==> config.mk <==
export PLATFORM = sky130hd
export DESIGN_NAME = des_decrypt_core
export DESIGN_NICKNAME = d
export VERILOG_FILES = /design/src/rtl/des_decrypt_core.sv
export SDC_FILE = /design/constraint.sdc
export NUM_CORES = 1
export LEC_CHECK = 0
export CORE_AREA = 2 2 139 141
export DETAILED_ROUTE_END_ITERATION = 8
export DIE_AREA = 0 0 141 143
export PLACE_DENSITY = 0.7
export SLEW_MARGIN = 10
export SYNTH_ARGS = -nofsm -noshare
export SYNTH_HDL_FRONTEND = slang
export SYNTH_HIERARCHICAL = 1
export SYNTH_SLANG_ARGS = --single-unit
export TNS_END_PERCENT = 50
==> constraint.sdc <==
create_clock -name clk -period 4.2 [get_ports clk]
set_input_delay 0.84 -clock clk [delete_from_list [all_inputs] [get_ports clk]]
set_output_delay 0.84 -clock clk [all_outputs]
set_load 0.1 [all_outputs]
==> src/rtl/des_decrypt_core.sv <==
// des_decrypt_core: iterative DES decryption, one Feistel round per clock.
// Subkeys K16..K1 are produced by right-rotating the PC-1 key halves.

module des_sbox #(
  parameter logic [255:0] TABLE = '0
) (
  input  logic [5:0] DataIn,
  output logic [3:0] DataOut
);
  logic [5:0] idx;

  // Row is the outer bit pair, column the middle four bits.
  assign idx = {DataIn[5], DataIn[0], DataIn[4:1]};
  assign DataOut = TABLE[8'd255 - {idx, 2'b00} -: 4];
endmodule

module des_decrypt_core (
  input  logic        clk,
  input  logic        rst,
  input  logic        Start,
  input  logic [63:0] Key,
  input  logic [63:0] CipherIn,
  output logic        Busy,
  output logic        Done,
  output logic [63:0] PlainOut
);
  typedef enum logic [1:0] {
    S_IDLE,
    S_ROUND,
    S_FINISH
  } state_t;

  localparam int IP_T [64] = '{
    58, 50, 42, 34, 26, 18, 10, 2,
    60, 52, 44, 36, 28, 20, 12, 4,
    62, 54, 46, 38, 30, 22, 14, 6,
    64, 56, 48, 40, 32, 24, 16, 8,
    57, 49, 41, 33, 25, 17,  9, 1,
    59, 51, 43, 35, 27, 19, 11, 3,
    61, 53, 45, 37, 29, 21, 13, 5,
    63, 55, 47, 39, 31, 23, 15, 7
  };

  localparam int FP_T [64] = '{
    40, 8, 48, 16, 56, 24, 64, 32,
    39, 7, 47, 15, 55, 23, 63, 31,
    38, 6, 46, 14, 54, 22, 62, 30,
    37, 5, 45, 13, 53, 21, 61, 29,
    36, 4, 44, 12, 52, 20, 60, 28,
    35, 3, 43, 11, 51, 19, 59, 27,
    34, 2, 42, 10, 50, 18, 58, 26,
    33, 1, 41,  9, 49, 17, 57, 25
  };

  localparam int E_T [48] = '{
    32,  1,  2,  3,  4,  5,
     4,  5,  6,  7,  8,  9,
     8,  9, 10, 11, 12, 13,
    12, 13, 14, 15, 16, 17,
    16, 17, 18, 19, 20, 21,
    20, 21, 22, 23, 24, 25,
    24, 25, 26, 27, 28, 29,
    28, 29, 30, 31, 32,  1
  };

  localparam int P_T [32] = '{
    16,  7, 20, 21, 29, 12, 28, 17,
     1, 15, 23, 26,  5, 18, 31, 10,
     2,  8, 24, 14, 32, 27,  3,  9,
    19, 13, 30,  6, 22, 11,  4, 25
  };

  localparam int PC1_T [56] = '{
    57, 49, 41, 33, 25, 17,  9,
     1, 58, 50, 42, 34, 26, 18,
    10,  2, 59, 51, 43, 35, 27,
    19, 11,  3, 60, 52, 44, 36,
    63, 55, 47, 39, 31, 23, 15,
     7, 62, 54, 46, 38, 30, 22,
    14,  6, 61, 53, 45, 37, 29,
    21, 13,  5, 28, 20, 12,  4
  };

  localparam int PC2_T [48] = '{
    14, 17, 11, 24,  1,  5,
     3, 28, 15,  6, 21, 10,
    23, 19, 12,  4, 26,  8,
    16,  7, 27, 20, 13,  2,
    41, 52, 31, 37, 47, 55,
    30, 40, 51, 45, 33, 48,
    44, 49, 39, 56, 34, 53,
    46, 42, 50, 36, 29, 32
  };

  localparam logic [255:0] SBOX_T [8] = '{
    {64'hE4D12FB83A6C5907, 64'h0F74E2D1A6CB9538,
     64'h41E8D62BFC973A50, 64'hFC8249175B3EA06D},
    {64'hF18E6B34972DC05A, 64'h3D47F28EC01A69B5,
     64'h0E7BA4D158C6932F, 64'hD8A13F42B67C05E9},
    {64'hA09E63F51DC7B428, 64'hD709346A285ECBF1,
     64'hD6498F30B12C5AE7, 64'h1AD069874FE3B52C},
    {64'h7DE3069A1285BC4F, 64'hD8B56F03472C1AE9,
     64'hA690CB7DF13E5284, 64'h3F06A1D8945BC72E},
    {64'h2C417AB6853FD0E9, 64'hEB2C47D150FA3986,
     64'h421BAD78F9C5630E, 64'hB8C71E2D6F09A453},
    {64'hC1AF92680D34E75B, 64'hAF427C9561DE0B38,
     64'h9EF528C3704A1DB6, 64'h432C95FABE17608D},
    {64'h4B2EF08D3C975A61, 64'hD0B7491AE35C2F86,
     64'h14BDC37EAF680592, 64'h6BD814A7950FE23C},
    {64'hD2846FB1A93E50C7, 64'h1FD8A374C56B0E92,
     64'h7B419CE206ADF358, 64'h21E74A8DFC90356B}
  };

  function automatic logic [63:0] f_ip(input logic [63:0] x);
    logic [63:0] y;
    for (int i = 0; i < 64; i++)
      y[6'(63 - i)] = x[6'(64 - IP_T[i])];
    return y;
  endfunction

  function automatic logic [63:0] f_fp(input logic [63:0] x);
    logic [63:0] y;
    for (int i = 0; i < 64; i++)
      y[6'(63 - i)] = x[6'(64 - FP_T[i])];
    return y;
  endfunction

  function automatic logic [47:0] f_e(input logic [31:0] x);
    logic [47:0] y;
    for (int i = 0; i < 48; i++)
      y[6'(47 - i)] = x[5'(32 - E_T[i])];
    return y;
  endfunction

  function automatic logic [31:0] f_p(input logic [31:0] x);
    logic [31:0] y;
    for (int i = 0; i < 32; i++)
      y[5'(31 - i)] = x[5'(32 - P_T[i])];
    return y;
  endfunction

  function automatic logic [55:0] f_pc1(input logic [63:0] x);
    logic [55:0] y;
    for (int i = 0; i < 56; i++)
      y[6'(55 - i)] = x[6'(64 - PC1_T[i])];
    return y;
  endfunction

  function automatic logic [47:0] f_pc2(input logic [55:0] x);
    logic [47:0] y;
    for (int i = 0; i < 48; i++)
      y[6'(47 - i)] = x[6'(56 - PC2_T[i])];
    return y;
  endfunction

  function automatic logic [27:0] f_rotr(
    input logic [27:0] x,
    input logic [1:0]  n
  );
    logic [27:0] y;
    unique case (n)
      2'd1:    y = {x[0], x[27:1]};
      2'd2:    y = {x[1:0], x[27:2]};
      default: y = x;
    endcase
    return y;
  endfunction

  state_t      state_q, state_d;
  logic [31:0] l_q, l_d, r_q, r_d;
  logic [27:0] c_q, c_d, d_q, d_d;
  logic [3:0]  rnd_q, rnd_d;
  logic [63:0] pt_q, pt_d;
  logic        done_q, done_d;

  logic [1:0]  rot_amt;
  logic [27:0] c_rot, d_rot;
  logic [47:0] sub_key, s_in;
  logic [31:0] s_out, f_out;

  // Decrypt order: K16 uses the unrotated halves, then undo each left shift.
  always_comb begin
    unique case (rnd_q)
      4'd0:                rot_amt = 2'd0;
      4'd1, 4'd8, 4'd15:   rot_amt = 2'd1;
      default:             rot_amt = 2'd2;
    endcase
  end

  assign c_rot   = f_rotr(c_q, rot_amt);
  assign d_rot   = f_rotr(d_q, rot_amt);
  assign sub_key = f_pc2({c_rot, d_rot});
  assign s_in    = f_e(r_q) ^ sub_key;

  for (genvar g = 0; g < 8; g++) begin : g_sbox
    des_sbox #(.TABLE(SBOX_T[g])) u_sbox (
      .DataIn  (s_in[47 - 6*g -: 6]),
      .DataOut (s_out[31 - 4*g -: 4])
    );
  end

  assign f_out = f_p(s_out);

  always_comb begin
    state_d = state_q;
    l_d     = l_q;
    r_d     = r_q;
    c_d     = c_q;
    d_d     = d_q;
    rnd_d   = rnd_q;
    pt_d    = pt_q;
    done_d  = 1'b0;
    unique case (state_q)
      S_IDLE: begin
        if (Start) begin
          state_d    = S_ROUND;
          {l_d, r_d} = f_ip(CipherIn);
          {c_d, d_d} = f_pc1(Key);
          rnd_d      = 4'd0;
        end
      end
      S_ROUND: begin
        l_d   = r_q;
        r_d   = l_q ^ f_out;
        c_d   = c_rot;
        d_d   = d_rot;
        rnd_d = rnd_q + 4'd1;
        if (rnd_q == 4'd15)
          state_d = S_FINISH;
      end
      S_FINISH: begin
        pt_d    = f_fp({r_q, l_q});
        done_d  = 1'b1;
        state_d = S_IDLE;
      end
      default: state_d = S_IDLE;
    endcase
  end

  always_ff @(posedge clk or posedge rst) begin
    if (rst) begin
      state_q <= S_IDLE;
      l_q     <= '0;
      r_q     <= '0;
      c_q     <= '0;
      d_q     <= '0;
      rnd_q   <= '0;
      pt_q    <= '0;
      done_q  <= 1'b0;
    end else begin
      state_q <= state_d;
      l_q     <= l_d;
      r_q     <= r_d;
      c_q     <= c_d;
      d_q     <= d_d;
      rnd_q   <= rnd_d;
      pt_q    <= pt_d;
      done_q  <= done_d;
    end
  end

  assign Busy     = (state_q != S_IDLE);
  assign Done     = done_q;
  assign PlainOut = pt_q;
endmodule
==> flow_summary.yaml, run 1 <==
floorplan:
  io_pins: 197
  core-area_sq_um: 18600
  start_util_pct: 33.2
  rows: 50
  die_w_microns: 141
  die_area_sq_um: 20200
  die_height_microns: 143
setup_path:
  cp_slowest_cell: "dfrtp_1"
  worstSetupEndpointType: "register"
  cp-startpoint: "rnd_q[0]"
  crit_fanout: 8
  worst_setup_path_start_kind: "register"
  r2r_start: "rnd_q[0]"
  required_ps: 4420
  r2r_cells: 16
  worst_ep_arrival_time_ps: 4180
  crit_family: "compound AO/OA/AOI/OAI gates"
  r2r_slack_ps: 240
  crit_buf_inv: 3
  crit_type: "reg2reg"
  path_cells: "inv_1 > ha_1 > mux2_4 > a21o_2 > buf_4 > nand2_1 > o221a_2 > xor2_1 > inv_1 > ha_1 > nand2b_1 > nor2b_1 > a221o_1 > a311oi_1 > xnor2_1 > o21ai_0"
  max_stage_delay_ps: 390
  reg2reg_to: "r_q[0]"
clock_network:
  clock-sinks: 91
  clkTransAtPathRegs_ps: 70
  cts_hold_buf: 0
  cts_tree: "built"
  cts_max_level: 3
  clk_latency_ps: 350
  root_buffer: "clkbuf_16"
  ctsResizeCount: 0
  numCtsBuffers: 9
  cts_buffer_depth: 2
  postCtsSetupBuffers: 0
detailed_routing:
  first_pass_iters: 7
  vias_per_cell: 5.07
  num_vias: 4755
  routed_wl_mm: 14.2
  wire_per_inst_microns: 15.1
  route.detailed.drc: 0
  antenna_left: 0
  drtIter0Drc: 352
layout:
  area_growth_pct: 12.5
  fillers: 1863
  layout_commonest_cell: "nand2_1"
  n_antenna_cell: 0
  finalNetCount: 858
  layout_common_cells: "93 x nand2_1, 91 x dfrtp_1, 51 x conb_1"
  layout-drive-gt1-share_pct: 12.6
timing:
  max_freq_mhz: 252
  slew_violations: 0
  fin_crit_ps: 3960
  setup_viol: 0
  tightest_slew_ps: 1080
  fin_crit_sh_pct: 94.4
  rsz0062_at_grt: "no"
  max_slew_margin_pct: 28.2
  setup_tns_ps: 0
  setup_ws_ps: 237
  finalClockSkew_ps: 8.85
  hold_violations: 0
global_route:
  overflow: 0
  grt_pass1_wl_mm: 23.5
  grt_pass1_vias: 4590
  grt_max_degree: 57
  antenna_found_initial: 0
  grt_usage_pct: 14.5
run:
  cap_violations: 0
place:
  hpwl_mm: 9.96
  place_ws_ps: 242
  port_buffers: 48
  place_congestion: 0.889
synth:
  netlist_area_sq_um: 6170
  avgSynthCellArea_sq_um: 9.13
  yosys_warnings: 6
  syn_inst: 676
min_path:
  min_path_cells: 2
  hold_path_class: "reg2reg"
  min_to: "l_q[6]"
  min_from: "l_q[6]"
run_status:
  status: "finished clean"
-- tightest hold or removal path: stages, from the launching register on --
cell and delay (ps):
dfrtp_1 350, nand2_1 50, nand2_1 50
-- layout make-up --
cell class	instances	area [sq um]	area share (%)
multi-input combinational	491	3250	46.8
sequential	91	2280	32.8
timing repair buffer	81	741	10.7
tap	234	293	4.22
clock buffer	10	239	3.44
inverter	26	98.8	1.42
clock inverter	5	45.0	0.649
-- how the worst max path moves through the flow --
| stage | end | slack (ps) | depth (start not counted) |
|---|---|---|---|
| 2_1_floorplan | r_q[0] | 280 | 16 |
| 3_3_place_gp | r_q[0] | 280 | 16 |
| 3_5_place_dp | r_q[0] | 240 | 16 |
| 4_1_cts | r_q[0] | 230 | 16 |
| 5_1_grt | r_q[0] | 7 | 16 |
| 6_report | r_q[0] | 240 | 16 |
-- per-stage QoR --
| stage | std cells | util (%) | area, sq um | hold slack (ps) |
|---|---|---|---|---|
| floorplan | 726 | - | 6360 | 439 |
| global placement | 923 | 35.8 | 6650 | 455 |
| detailed placement | 923 | 35.8 | 6650 | 464 |
| CTS | 938 | 37.3 | 6940 | 482 |
| global route | 938 | 37.4 | 6940 | 504 |
| finish | 938 | 37.4 | 6940 | 481 |
-- registers in the layout, indices dropped and copies added (netlist names) --
signal and flops:
r_q 20, rnd_q 4, Done 1, d_q 28, l_q 20, state_q 2, PlainOut 16
-- layer usage --
layer  up-vias  routed length, microns  track usage (%)
li1       2286                       -                -
met3        16                    1070             4.96
met5         -                       0                0
met1      2282                    6500             19.3
met4         0                     170             3.11
met2       171                    6450             23.1
Power of run 1 is not shown: default switching activity piles up to over one toggle a cycle in this logic, so the estimate is an artifact.
==> inputs of run 2 (changes only) <==
Settings changed: PLACE_DENSITY 0.7 to 0.67.
Clock period 4.2 ns to 3.7 ns, I/O delays scaled along.
==> flow_summary.yaml, run 2 (synthesis gave the netlist of run 1 again) <==
setup_path:
  cp_slowest_cell: "dfrtp_1"
  critPathMostFrequentCell: "xnor2_1"
  cp-startpoint: "rnd_q[1]"
  max_stage_delay_ps: 400
  r2r_start: "rnd_q[1]"
  required_ps: 3940
  worst_ep_arrival_time_ps: 3770
  crit_fanout: 6
  crit_buf_inv: 3
  worst_setup_path_start_kind: "register"
  path_cells: "inv_2 > ha_2 > mux2_4 > a21o_4 > a222oi_1 > buf_4 > xnor2_1 > inv_1 > ha_4 > nand2_1 > o21ai_0 > a221o_1 > o311ai_2 > xnor2_1 > a21oi_1 > o22a_1"
  crit_type: "reg2reg"
  crit_family: "compound AO/OA/AOI/OAI gates"
  worstSetupEndpointType: "register"
place:
  place_congestion: 0.923
  place_area_sq_um: 6850
  port_buffers: 48
  hpwl_mm: 10.5
clock_network:
  cts_tree: "built"
  cts_max_level: 3
  numCtsBuffers: 9
  cts_buffer_depth: 2
  cts_hold_buf: 0
  clk_latency_ps: 350
  clock-sinks: 91
  clkTransAtPathRegs_ps: 70
  root_buffer: "clkbuf_16"
floorplan:
  io_pins: 197
  die_height_microns: 143
  start_util_pct: 33.2
  die_area_sq_um: 20200
  core-area_sq_um: 18600
  rows: 50
  die_w_microns: 141
detailed_routing:
  antenna_left: 0
  num_vias: 4935
  routed_wl_mm: 14.7
  wire_per_inst_microns: 15.3
  first_pass_iters: 7
  route.detailed.drc: 0
  vias_per_cell: 5.11
  drtIter0Drc: 278
timing:
  fin_crit_sh_pct: 95.5
  tightest_slew_ps: 1010
  max_slew_margin_pct: 32.5
  fin_crit_ps: 3530
  finalClockSkew_ps: 6.44
  setup_viol: 0
  max_freq_mhz: 283
  hold_violations: 0
  slew_violations: 0
layout:
  largest_register: "d_q"
  area_growth_pct: 17.7
  largest_reg_flops: 28
  fin_area_sq_um: 7260
  layout_commonest_cell: "nand2_1"
  layout_common_cells: "93 x nand2_1, 90 x dfrtp_1, 58 x buf_4"
  finalNetCount: 884
  top_regs: "d_q (28), l_q (20), r_q (20)"
  layout-drive-gt1-share_pct: 18.7
  n_antenna_cell: 0
global_route:
  grt_max_degree: 48
  antenna_found_initial: 0
  grt_usage_pct: 14.8
  overflow: 0
  grt_pass1_wl_mm: 23.8
  grt_pass1_vias: 4590
min_path:
  min_from: "l_q[6]"
  hold_path_class: "reg2reg"
run_status:
  status: "finished clean"
run:
  cap_violations: 0
-- run 2: layer usage --
layer  GRT usage [%]  share of wire, %
met1            19.6                44
met2            23.4                47
met3            4.53               8.1
met4            4.21               1.5
met5               0                 0
-- run 2: final cells by class --
class / instances / area [sq um]
Clock inverter: 6 / 41.3
Sequential cell: 91 / 2280
Tap cell: 234 / 293
Clock buffer: 10 / 229
Fill cell: 1815 / 11300
Timing Repair Buffer: 107 / 946
Inverter: 26 / 98.8
Multi-Input combinational cell: 491 / 3380
-- run 2: worst min-delay path, cell delays in order (launching register included) --
cell and delay (ps):
dfrtp_1 340, nand2_1 50, nand2_1 60
-- run 2: path summary, 6_finish.rpt --
check / depth (start not counted) / slack, ps / to
setup / recovery: 16 / 170 / r_q[7]
hold / removal: 2 / 480 / l_q[6]
setup reg to reg: 16 / 170 / r_q[7]
hold reg to reg: 2 / 480 / l_q[6]
max in group asynchronous: 3 / 2080 / l_q[20]
min in group asynchronous: 2 / 850 / PlainOut[15]
-- run 2: through the flow --
stage	hold slack (ps)	cells	utilization (%)	setup TNS, ps	worst slack, ps
CTS	482	961	38.4	0	3.24
global placement	456	944	36.9	0	72.6
global route	503	965	39.1	-25.2	-17.7
finish	477	965	39.1	0	168
floorplan	439	726	-	-11.7	-11.7
detailed placement	462	944	36.9	0	42.0
-- run 2: repair_timing --
item,CTS,global route
pin swaps,1,8
buffers inserted,1,4
endpoints found under the setup margin,1,6
endpoints found under the hold margin,0,0
resized for setup,0,24
Power of run 2 is left out for the same reason.
